$ cat src/rtl/mandelbrot_pkg.sv
// Shared types and helpers for the mandelbrot pixel writer: widths, the FIFO payload
// and the iteration-to-colour mapping.
package mandelbrot_pkg;

    localparam int unsigned ITERW  = 16;
    localparam int unsigned RCNTW  = 10;
    localparam int unsigned ICNTW  = 10;
    localparam int unsigned H_RES  = 640;
    localparam int unsigned AW     = 19;
    localparam int unsigned COLORW = 12;

    typedef struct packed {
        logic              last;
        logic [AW-1:0]     addr;
        logic [COLORW-1:0] color;
    } pixel_t;

    // Low iteration nibble lands in the most significant colour field; non-diverged is black.
    function automatic logic [COLORW-1:0] iter2color(input logic [ITERW-1:0] iteration,
                                                     input logic             diverged);
        return diverged ? {iteration[3:0], iteration[7:4], iteration[11:8]} : '0;
    endfunction

endpackage

$ cat src/rtl/mandelbrot_pixel_writer_if.sv
// Engine-result and framebuffer-write bundles used by the pixel writer.
interface mandelbrot_result_if;
    import mandelbrot_pkg::*;

    logic [RCNTW-1:0] real_cnt;
    logic [ICNTW-1:0] imag_cnt;
    logic [ITERW-1:0] iteration;
    logic             diverged;
    logic             valid;
    logic             stall;

    modport master (output real_cnt, imag_cnt, iteration, diverged, valid, input stall);
    modport slave  (input real_cnt, imag_cnt, iteration, diverged, valid, output stall);
endinterface

interface mandelbrot_fb_if;
    import mandelbrot_pkg::*;

    logic              fb_req;
    logic [AW-1:0]     fb_addr;
    logic [COLORW-1:0] fb_data;
    logic              fb_ready;

    modport master (output fb_req, fb_addr, fb_data, input fb_ready);
    modport slave  (input fb_req, fb_addr, fb_data, output fb_ready);
endinterface

$ cat src/rtl/mandelbrot_pixel_fifo.sv
// First-word-fall-through FIFO of pixel_t; push and pop may coincide even when full.
module mandelbrot_pixel_fifo
    import mandelbrot_pkg::*;
#(
    parameter  int unsigned DEPTH = 4,
    localparam int unsigned PTRW  = $clog2(DEPTH),
    localparam int unsigned CNTW  = PTRW + 1
) (
    input  logic            clk,
    input  logic            rst,
    input  logic            i_push,
    input  pixel_t          i_data,
    input  logic            i_pop,
    output pixel_t          o_head,
    output logic            o_empty,
    output logic [CNTW-1:0] o_count
);

    pixel_t          r_mem [DEPTH];
    logic [PTRW-1:0] r_wptr;
    logic [PTRW-1:0] r_rptr;
    logic [CNTW-1:0] r_count;

    // Pointers wrap naturally because DEPTH is a power of two.
    always_ff @(posedge clk) begin
        if (rst) begin
            r_wptr  <= '0;
            r_rptr  <= '0;
            r_count <= '0;
        end else begin
            if (i_push) r_wptr <= r_wptr + PTRW'(1);
            if (i_pop)  r_rptr <= r_rptr + PTRW'(1);
            r_count <= r_count + CNTW'(i_push) - CNTW'(i_pop);
        end
    end

    always_ff @(posedge clk) begin
        if (i_push) r_mem[r_wptr] <= i_data;
    end

    assign o_head  = r_mem[r_rptr];
    assign o_empty = (r_count == '0);
    assign o_count = r_count;

    a_no_overflow: assert property (@(posedge clk) disable iff (rst)
        !(i_push && !i_pop && (r_count == CNTW'(DEPTH))));

endmodule

$ cat src/rtl/mandelbrot_pixel_writer.sv
// Converts engine results to framebuffer writes: address/colour stage, FIFO buffering,
// engine back-pressure and frame busy/done tracking.
module mandelbrot_pixel_writer
    import mandelbrot_pkg::*;
#(
    parameter int unsigned DEPTH = 4
) (
    input  logic                   clk,
    input  logic                   rst,
    input  logic                   start,
    input  logic [RCNTW-1:0]       org_x,
    input  logic [ICNTW-1:0]       org_y,
    input  logic [RCNTW-1:0]       real_size,
    input  logic [ICNTW-1:0]       imag_size,
    mandelbrot_result_if.slave     res,
    mandelbrot_fb_if.master        fb,
    output logic                   busy,
    output logic                   done
);

    localparam int unsigned CNTW = $clog2(DEPTH) + 1;
    localparam int unsigned OCCW = CNTW + 1;

    logic            r_s1_valid;
    pixel_t          r_s1_pix;
    logic            r_stall;
    logic            r_busy;
    logic            r_done;

    pixel_t          w_s1_next;
    pixel_t          w_head;
    logic            w_empty;
    logic            w_pop;
    logic [CNTW-1:0] w_count;
    logic [CNTW-1:0] w_next_count;
    logic [OCCW-1:0] w_occ;
    logic [OCCW-1:0] w_next_occ;
    logic [31:0]     w_row;
    logic [31:0]     w_col;

    // Stage-1 payload: linear address, colour and end-of-frame marker.
    always_comb begin
        w_row           = 32'(org_y) + 32'(res.imag_cnt);
        w_col           = 32'(org_x) + 32'(res.real_cnt);
        w_s1_next.addr  = AW'(w_row * 32'(H_RES) + w_col);
        w_s1_next.color = iter2color(res.iteration, res.diverged);
        w_s1_next.last  = (res.real_cnt == real_size) && (res.imag_cnt == imag_size);
    end

    always_ff @(posedge clk) begin
        if (res.valid) r_s1_pix <= w_s1_next;
    end

    assign w_pop        = !w_empty && fb.fb_ready;
    assign w_next_count = w_count + CNTW'(r_s1_valid) - CNTW'(w_pop);
    assign w_occ        = OCCW'(w_count) + OCCW'(r_s1_valid);
    assign w_next_occ   = OCCW'(w_next_count) + OCCW'(res.valid);

    // Stall one slot early so a result already in flight in the engine still fits.
    always_ff @(posedge clk) begin
        if (rst) begin
            r_s1_valid <= 1'b0;
            r_stall    <= 1'b0;
            r_busy     <= 1'b0;
            r_done     <= 1'b0;
        end else begin
            r_s1_valid <= res.valid;
            r_stall    <= (w_next_occ >= OCCW'(DEPTH - 1));
            r_done     <= w_pop && w_head.last;
            if (start)
                r_busy <= 1'b1;
            else if (w_pop && w_head.last)
                r_busy <= 1'b0;
        end
    end

    mandelbrot_pixel_fifo #(.DEPTH(DEPTH)) u_fifo (
        .clk     (clk),
        .rst     (rst),
        .i_push  (r_s1_valid),
        .i_data  (r_s1_pix),
        .i_pop   (w_pop),
        .o_head  (w_head),
        .o_empty (w_empty),
        .o_count (w_count)
    );

    assign fb.fb_req  = !w_empty;
    assign fb.fb_addr = w_head.addr;
    assign fb.fb_data = w_head.color;
    assign res.stall  = r_stall;
    assign busy       = r_busy;
    assign done       = r_done;

    a_no_drop: assert property (@(posedge clk) disable iff (rst)
        !(res.valid && (w_occ >= OCCW'(DEPTH))));

endmodule

$ cat src/flat_wrapper.sv
// flat-port wrapper written by rule: the top's interface ports become plain ports
module mandelbrot_pixel_writer_flat import mandelbrot_pkg::*;
#(
    parameter int unsigned DEPTH = 4
)
  (clk, rst, start, org_x, org_y, real_size, imag_size, busy, done, res_real_cnt, res_imag_cnt, res_iteration, res_diverged, res_valid, res_stall, fb_fb_req, fb_fb_addr, fb_fb_data, fb_fb_ready);
  mandelbrot_result_if res_i ();
  mandelbrot_fb_if fb_i ();
  input  logic clk;
  input  logic rst;
  input  logic start;
  input  logic [RCNTW-1:0] org_x;
  input  logic [ICNTW-1:0] org_y;
  input  logic [RCNTW-1:0] real_size;
  input  logic [ICNTW-1:0] imag_size;
  output logic busy;
  output logic done;
  input wire logic [$bits(res_i.real_cnt)-1:0] res_real_cnt;
  input wire logic [$bits(res_i.imag_cnt)-1:0] res_imag_cnt;
  input wire logic [$bits(res_i.iteration)-1:0] res_iteration;
  input wire logic [$bits(res_i.diverged)-1:0] res_diverged;
  input wire logic [$bits(res_i.valid)-1:0] res_valid;
  output wire logic [$bits(res_i.stall)-1:0] res_stall;
  output wire logic [$bits(fb_i.fb_req)-1:0] fb_fb_req;
  output wire logic [$bits(fb_i.fb_addr)-1:0] fb_fb_addr;
  output wire logic [$bits(fb_i.fb_data)-1:0] fb_fb_data;
  input wire logic [$bits(fb_i.fb_ready)-1:0] fb_fb_ready;
  assign res_i.real_cnt = res_real_cnt;
  assign res_i.imag_cnt = res_imag_cnt;
  assign res_i.iteration = res_iteration;
  assign res_i.diverged = res_diverged;
  assign res_i.valid = res_valid;
  assign res_stall = res_i.stall;
  assign fb_fb_req = fb_i.fb_req;
  assign fb_fb_addr = fb_i.fb_addr;
  assign fb_fb_data = fb_i.fb_data;
  assign fb_i.fb_ready = fb_fb_ready;
  mandelbrot_pixel_writer #(.DEPTH(DEPTH)) u_core (.clk(clk), .rst(rst), .start(start), .org_x(org_x), .org_y(org_y), .real_size(real_size), .imag_size(imag_size), .res(res_i), .fb(fb_i), .busy(busy), .done(done));
endmodule
$ cat config.mk
export PLATFORM = sky130hd
export DESIGN_NAME = mandelbrot_pixel_writer_flat
export DESIGN_NICKNAME = d
export VERILOG_FILES = /design/src/rtl/mandelbrot_pkg.sv /design/src/rtl/mandelbrot_pixel_writer_if.sv /design/src/rtl/mandelbrot_pixel_fifo.sv /design/src/rtl/mandelbrot_pixel_writer.sv /design/src/flat_wrapper.sv
export SDC_FILE = /design/constraint.sdc
export NUM_CORES = 1
export LEC_CHECK = 0
export CAP_MARGIN = 40
export CELL_PAD_IN_SITES_DETAIL_PLACEMENT = 0
export CELL_PAD_IN_SITES_GLOBAL_PLACEMENT = 1
export CORE_MARGIN = 1.5
export CORE_UTILIZATION = 53
export DETAILED_ROUTE_END_ITERATION = 8
export DONT_BUFFER_PORTS = 1
export PLACE_DENSITY = 0.76
export SETUP_SLACK_MARGIN = 0.02
export SYNTH_ARGS = -nofsm -noshare
export SYNTH_HDL_FRONTEND = slang
export SYNTH_HIERARCHICAL = 1
export SYNTH_SLANG_ARGS = --single-unit
$ cat constraint.sdc
create_clock -name clk -period 6.6 [get_ports clk]
set_clock_uncertainty 0.1 [all_clocks]
set_input_delay 1.65 -clock clk [delete_from_list [all_inputs] [get_ports clk]]
set_output_delay 1.65 -clock clk [all_outputs]
set_load 0.05 [all_outputs]
* Word level (Yosys, flattened, before mapping) *
Memory sizes are Yosys's and may differ from the RTL's. A register that Yosys moved wholly into a read port is not among the register bits.
Index checks and enable logic that the tools add are counted.

word-level totals
  output and inout bits = 35
  memories kept = 1
  register bits after elaboration = 43
  input port bits = 82
  logic and storage cells = 35
  RAM bits = 128

memories
  name                 words  width  read ports  clocked after Yosys merged registers in  write ports  RTL line                     source
  u_core.u_fifo.r_mem  4      32     1           1                                        1            mandelbrot_pixel_fifo.sv:19  pixel_t r_mem [DEPTH];

cells by class
  eq/ne operators = 2
  magnitude comparators = 1
  $mul = 1
  $add $sub $neg = 8
  mux-type cells = 6
  reduce and logical (&&, ||, !) cells = 6

operators with widths
  kind                   count
  $mul 32x3->12 const B  1
  $add 10x10->11         2
  $eq 10x10->1           2
  $add 19x19->19         1
  $add 2x1->2 const B    2
  $add 3x1->4            1
  $ge 4x2->1 const B     1
  $mux 1                 4
  $mux 2                 2
  $add 3x1->3            1
  $logic_and 1x1->1      3
  $logic_not 3->1        1
  $sub 3x1->3            1
  $reduce_bool 2->1      1
  $logic_not 1->1        1

* Depth between registers and ports, before layout *
  depth in word-level cells = 6
  depth in mapped cells = 18
  gate-level depth less buffers = 18

* Modules after synthesis *
The synthesis kept the hierarchy.

by module, submodules not included
  module                   seq. area each (sq um)  times used  cells an instance  area each (sq um)
  mandelbrot_pixel_fifo    4023.9                  1           208                5091.1
  mandelbrot_pixel_writer  1041.0                  1           331                3293.2

* Least setup slack after synthesis *
No wires, ideal clock.

  path kind = in2reg
  start = input port org_y[0]
  end = register u_core/r_s1_pix[30] (netlist name), data pin
  setup time = 0.263 ns
  stages = 18
  arrival = 4.805 ns
  data required time = 6.237 ns
  setup slack = 1.432 ns
  buffers on the path = 0
  cells stage by stage = ha_1 -> inv_1 -> fa_1 -> nor2b_1 -> o21a_1 -> o21ai_1 -> a21oi_1 -> xnor2_1 -> a221o_1 -> xnor2_1 -> ha_1 -> nand2b_1 -> a2111oi_0 -> a311oi_1 -> a21boi_2 -> nand4_1 -> xnor2_1 -> xnor2_1

RTL lines
  item                  RTL line                       source
  start, declared       flat_wrapper.sv:13             input logic [ICNTW-1:0] org_y;
  end signal, assigned  mandelbrot_pixel_writer.sv:51  if (res.valid) r_s1_pix <= w_s1_next;
  end, declared         mandelbrot_pixel_writer.sv:25  pixel_t r_s1_pix;

==> results.sh <==
export IMPL_wl_per_cell_um=18.0
export IMPL_grt_usage_pct=17.8
export IMPL_die_h_um=129
export IMPL_cap_violations=0
export IMPL_dpl_hpwl_um=9280
export IMPL_yosysWarningCount=6
export IMPL_setup_viol=0
export IMPL_grt_max_degree=35
export IMPL_io_buffers=0
export IMPL_ys_seq_area_share_pct=60.4
export IMPL_synth_area_top_cells="edfxtp_1 (57%), mux4_2 (8.1%), ha_1 (7.5%), xnor2_1 (4.0%), dfxtp_1 (3.1%)"
export IMPL_route_detailed_drc=0
export IMPL_drt_total_wl_um=14000
export IMPL_start_kind="primary input"
export IMPL_top_layer_used="met4"
export IMPL_power_switching_mw=1.24
export IMPL_status="finished, final reports clean"
export IMPL_post_cts_resized=0
export IMPL_hold_viol_final=0
export IMPL_p_int_mw=2.44
export IMPL_clock_path_buffers=2
export IMPL_place_congestion=0.762
export IMPL_clock_tree_root_cell="clkbuf_16"
export IMPL_syn_nets=679
export IMPL_period_minus_slack_ns=5.21
export IMPL_avgSynthCellArea_um2=15.6
export IMPL_dp_cells=746
export IMPL_cts_hold_fix_buffers=0
export IMPL_tns_ns=0
export IMPL_synth_cell_area_um2=8380
export IMPL_via_count=4322
export IMPL_netlist_instances=539
export IMPL_max_freq_mhz=192
export IMPL_ir_drop_uv=216
export IMPL_synth_most_common_cell="edfxtp_1"
export IMPL_synth_cell_types=59
export IMPL_cts_buffers=17
export IMPL_cp_end_kind="register"
export IMPL_die_area_um2=16600
export IMPL_synth_seq_cells=173
export IMPL_power_mw=3.68
export IMPL_slew_violations=0
export IMPL_min_path_type="register to register"
export IMPL_grt_pass1_wl_um=21900
export IMPL_async_reset_ff_share_pct=0
export IMPL_layout_cells_non_filler=779
export IMPL_wl_met2_um=7040
export IMPL_relSlewSlack_pct=56.0
export IMPL_gr_total_overflow=0
export IMPL_nNetsFinal=694
export IMPL_synth_edf_count=160
export IMPL_firstDrtPassIters=4
export IMPL_post_cts_setup_buffer_count=0
export IMPL_path_class="primary input to register"
export IMPL_met1_length_um=6100
export IMPL_synth_common_cells="edfxtp_1 (160), ha_1 (50), xnor2_1 (38)"
export IMPL_clock_sinks=173
export IMPL_rsz0062_at_grt="no"
export IMPL_start_util_pct=54.7
export IMPL_fin_ws_ns=1.39
export IMPL_critPathArrivalTime_ns=5.27
export IMPL_antenna_found_initial=1
export IMPL_via_per_inst=5.55
export IMPL_final_util_pct=60.4
export IMPL_fp_row_count=45
export IMPL_cp_data_required_time_ns=6.66
export IMPL_h_tree_depth=4
export IMPL_die_w_um=129
export IMPL_power_frac_comb_pct=31.9
export IMPL_synth_top_area_share_pct=57.3
export IMPL_ioPinCount=117
export IMPL_antenna_left=0
export IMPL_tightest_slew_ns=0.660
export IMPL_cts_tree="done"
export IMPL_cp_max_fo=8
export IMPL_place_ws_ns=0.987
export IMPL_yosysTopAreaCell="edfxtp_1"
export IMPL_dr_first_iter_drc_count=214
export IMPL_coreArea_um2=15300
export IMPL_area_growth_pct=10.3
export IMPL_swShare_pct=33.8
export IMPL_p_leak_nw=3.28
export IMPL_min_period_over_period_pct=78.9
export IMPL_wl_met3_um=765
export IMPL_synth_ff_type="edfxtp_1"
export IMPL_seq_power_share_pct=39.6
export IMPL_path_clk_slew_ns=0.07
export IMPL_pwr_share_clk_pct=28.6
export IMPL_drive_gt1_share_pct=14.3
export IMPL_grt_pass1_vias=4264
export IMPL_p_per_area_nw_per_um2=399
export IMPL_clk_latency_ns=0.42
state kept, by name, indices dropped and copies added (netlist names), named ones only:
signal / count
u_core/u_fifo/r_rptr: 2
u_core/u_fifo/o_count: 3
u_core/busy: 1
u_core/u_fifo/r_wptr: 2
u_core/r_s1_valid: 1
u_core/done: 1
u_core/res.stall: 1
u_core/r_s1_pix: 32
u_core/u_fifo/r_mem: 128
worst max-delay path, cell delays in order:
cell and delay (ns):
ha_1 0.17, inv_1 0.06, fa_1 0.40, nor2b_1 0.13, o21a_1 0.13, o21ai_1 0.08
a21oi_1 0.28, xnor2_1 0.19, a221o_1 0.36, xnor2_1 0.13, ha_1 0.39, nand2b_1 0.18
a2111oi_0 0.39, a311oi_1 0.11, a21boi_2 0.19, nand4_1 0.13, xnor2_1 0.16, xnor2_1 0.12
per-stage QoR:
step	hold WS [ns]	cell area, um2
4_1_cts	0.398	9240
5_1_grt	0.406	9240
6_report	0.396	9240
2_1_floorplan	0.359	8380
3_5_place_dp	0.383	8600
3_3_place_gp	0.366	8600
layer usage:
metal / global-route usage (%) / vias up
li1: - / 2083
met1: 22.1 / 2088
met2: 30.4 / 143
met3: 5.28 / 8
met4: 5.35 / 0
met5: 0 / -
worst paths after layout:
check / to / startpoint / slack [ns] / cells past startpoint
setup / recovery: u_core/r_s1_pix[30] / org_y[0] / 1.39 / 18
hold / removal: u_core/u_fifo/r_mem[3][4] / u_core/r_s1_pix[4] / 0.40 / 0
setup reg to reg: u_core/res.stall / u_core/u_fifo/o_count[1] / 4.01 / 9
hold reg to reg: u_core/u_fifo/r_mem[3][4] / u_core/r_s1_pix[4] / 0.40 / 0
layout make-up:
cell class | instances | area (um2)
Fill cell | 1181 | 6070
Sequential cell | 173 | 5070
Multi-Input combinational cell | 320 | 3090
Clock buffer | 17 | 425
Tap cell | 211 | 264
Clock inverter | 15 | 220
Inverter | 36 | 135
Timing Repair Buffer | 6 | 45.0
Antenna cell | 1 | 2.50
cells by family after synthesis:
| logic type | after synthesis | synth area share (%) |
|---|---|---|
| XOR/XNOR | 56 | 6.03 |
| multiplexers | 34 | 8.92 |
| AND/OR/NAND/NOR | 102 | 6.58 |
| buffers and inverters | 46 | 2.79 |
| AO/OA/AOI/OAI | 70 | 5.89 |
| flip-flops | 173 | 60.4 |
| adder cells (fa/ha/maj) | 58 | 9.37 |
cell usage in the layout (no fill, tap or decap), types with 10 or more instances in the layout:
cell type | netlist | final
edfxtp_1 | 160 | 160
ha_1 | 50 | 50
xnor2_1 | 38 | 38
inv_1 | 36 | 36
mux4_2 | 30 | 30
nor2_1 | 28 | 28
and2_1 | 21 | 21
a21oi_1 | 19 | 19
clkbuf_16 | 0 | 17
xor2_1 | 17 | 17
dfxtp_1 | 13 | 12
nand2_1 | 10 | 10
power groups by stage:
stage / logic [mW] / clock network (mW) / registers, mW
after floorplan: 1.06 / 0 / 1.46
after global placement: 1.17 / 0 / 1.47
after detailed placement: 1.19 / 0 / 1.48
after CTS: 1.19 / 1.07 / 1.46
after global routing: 1.28 / 1.12 / 1.47
final: 1.17 / 1.05 / 1.46
No activity file was read; power rests on OpenSTA's default activity.
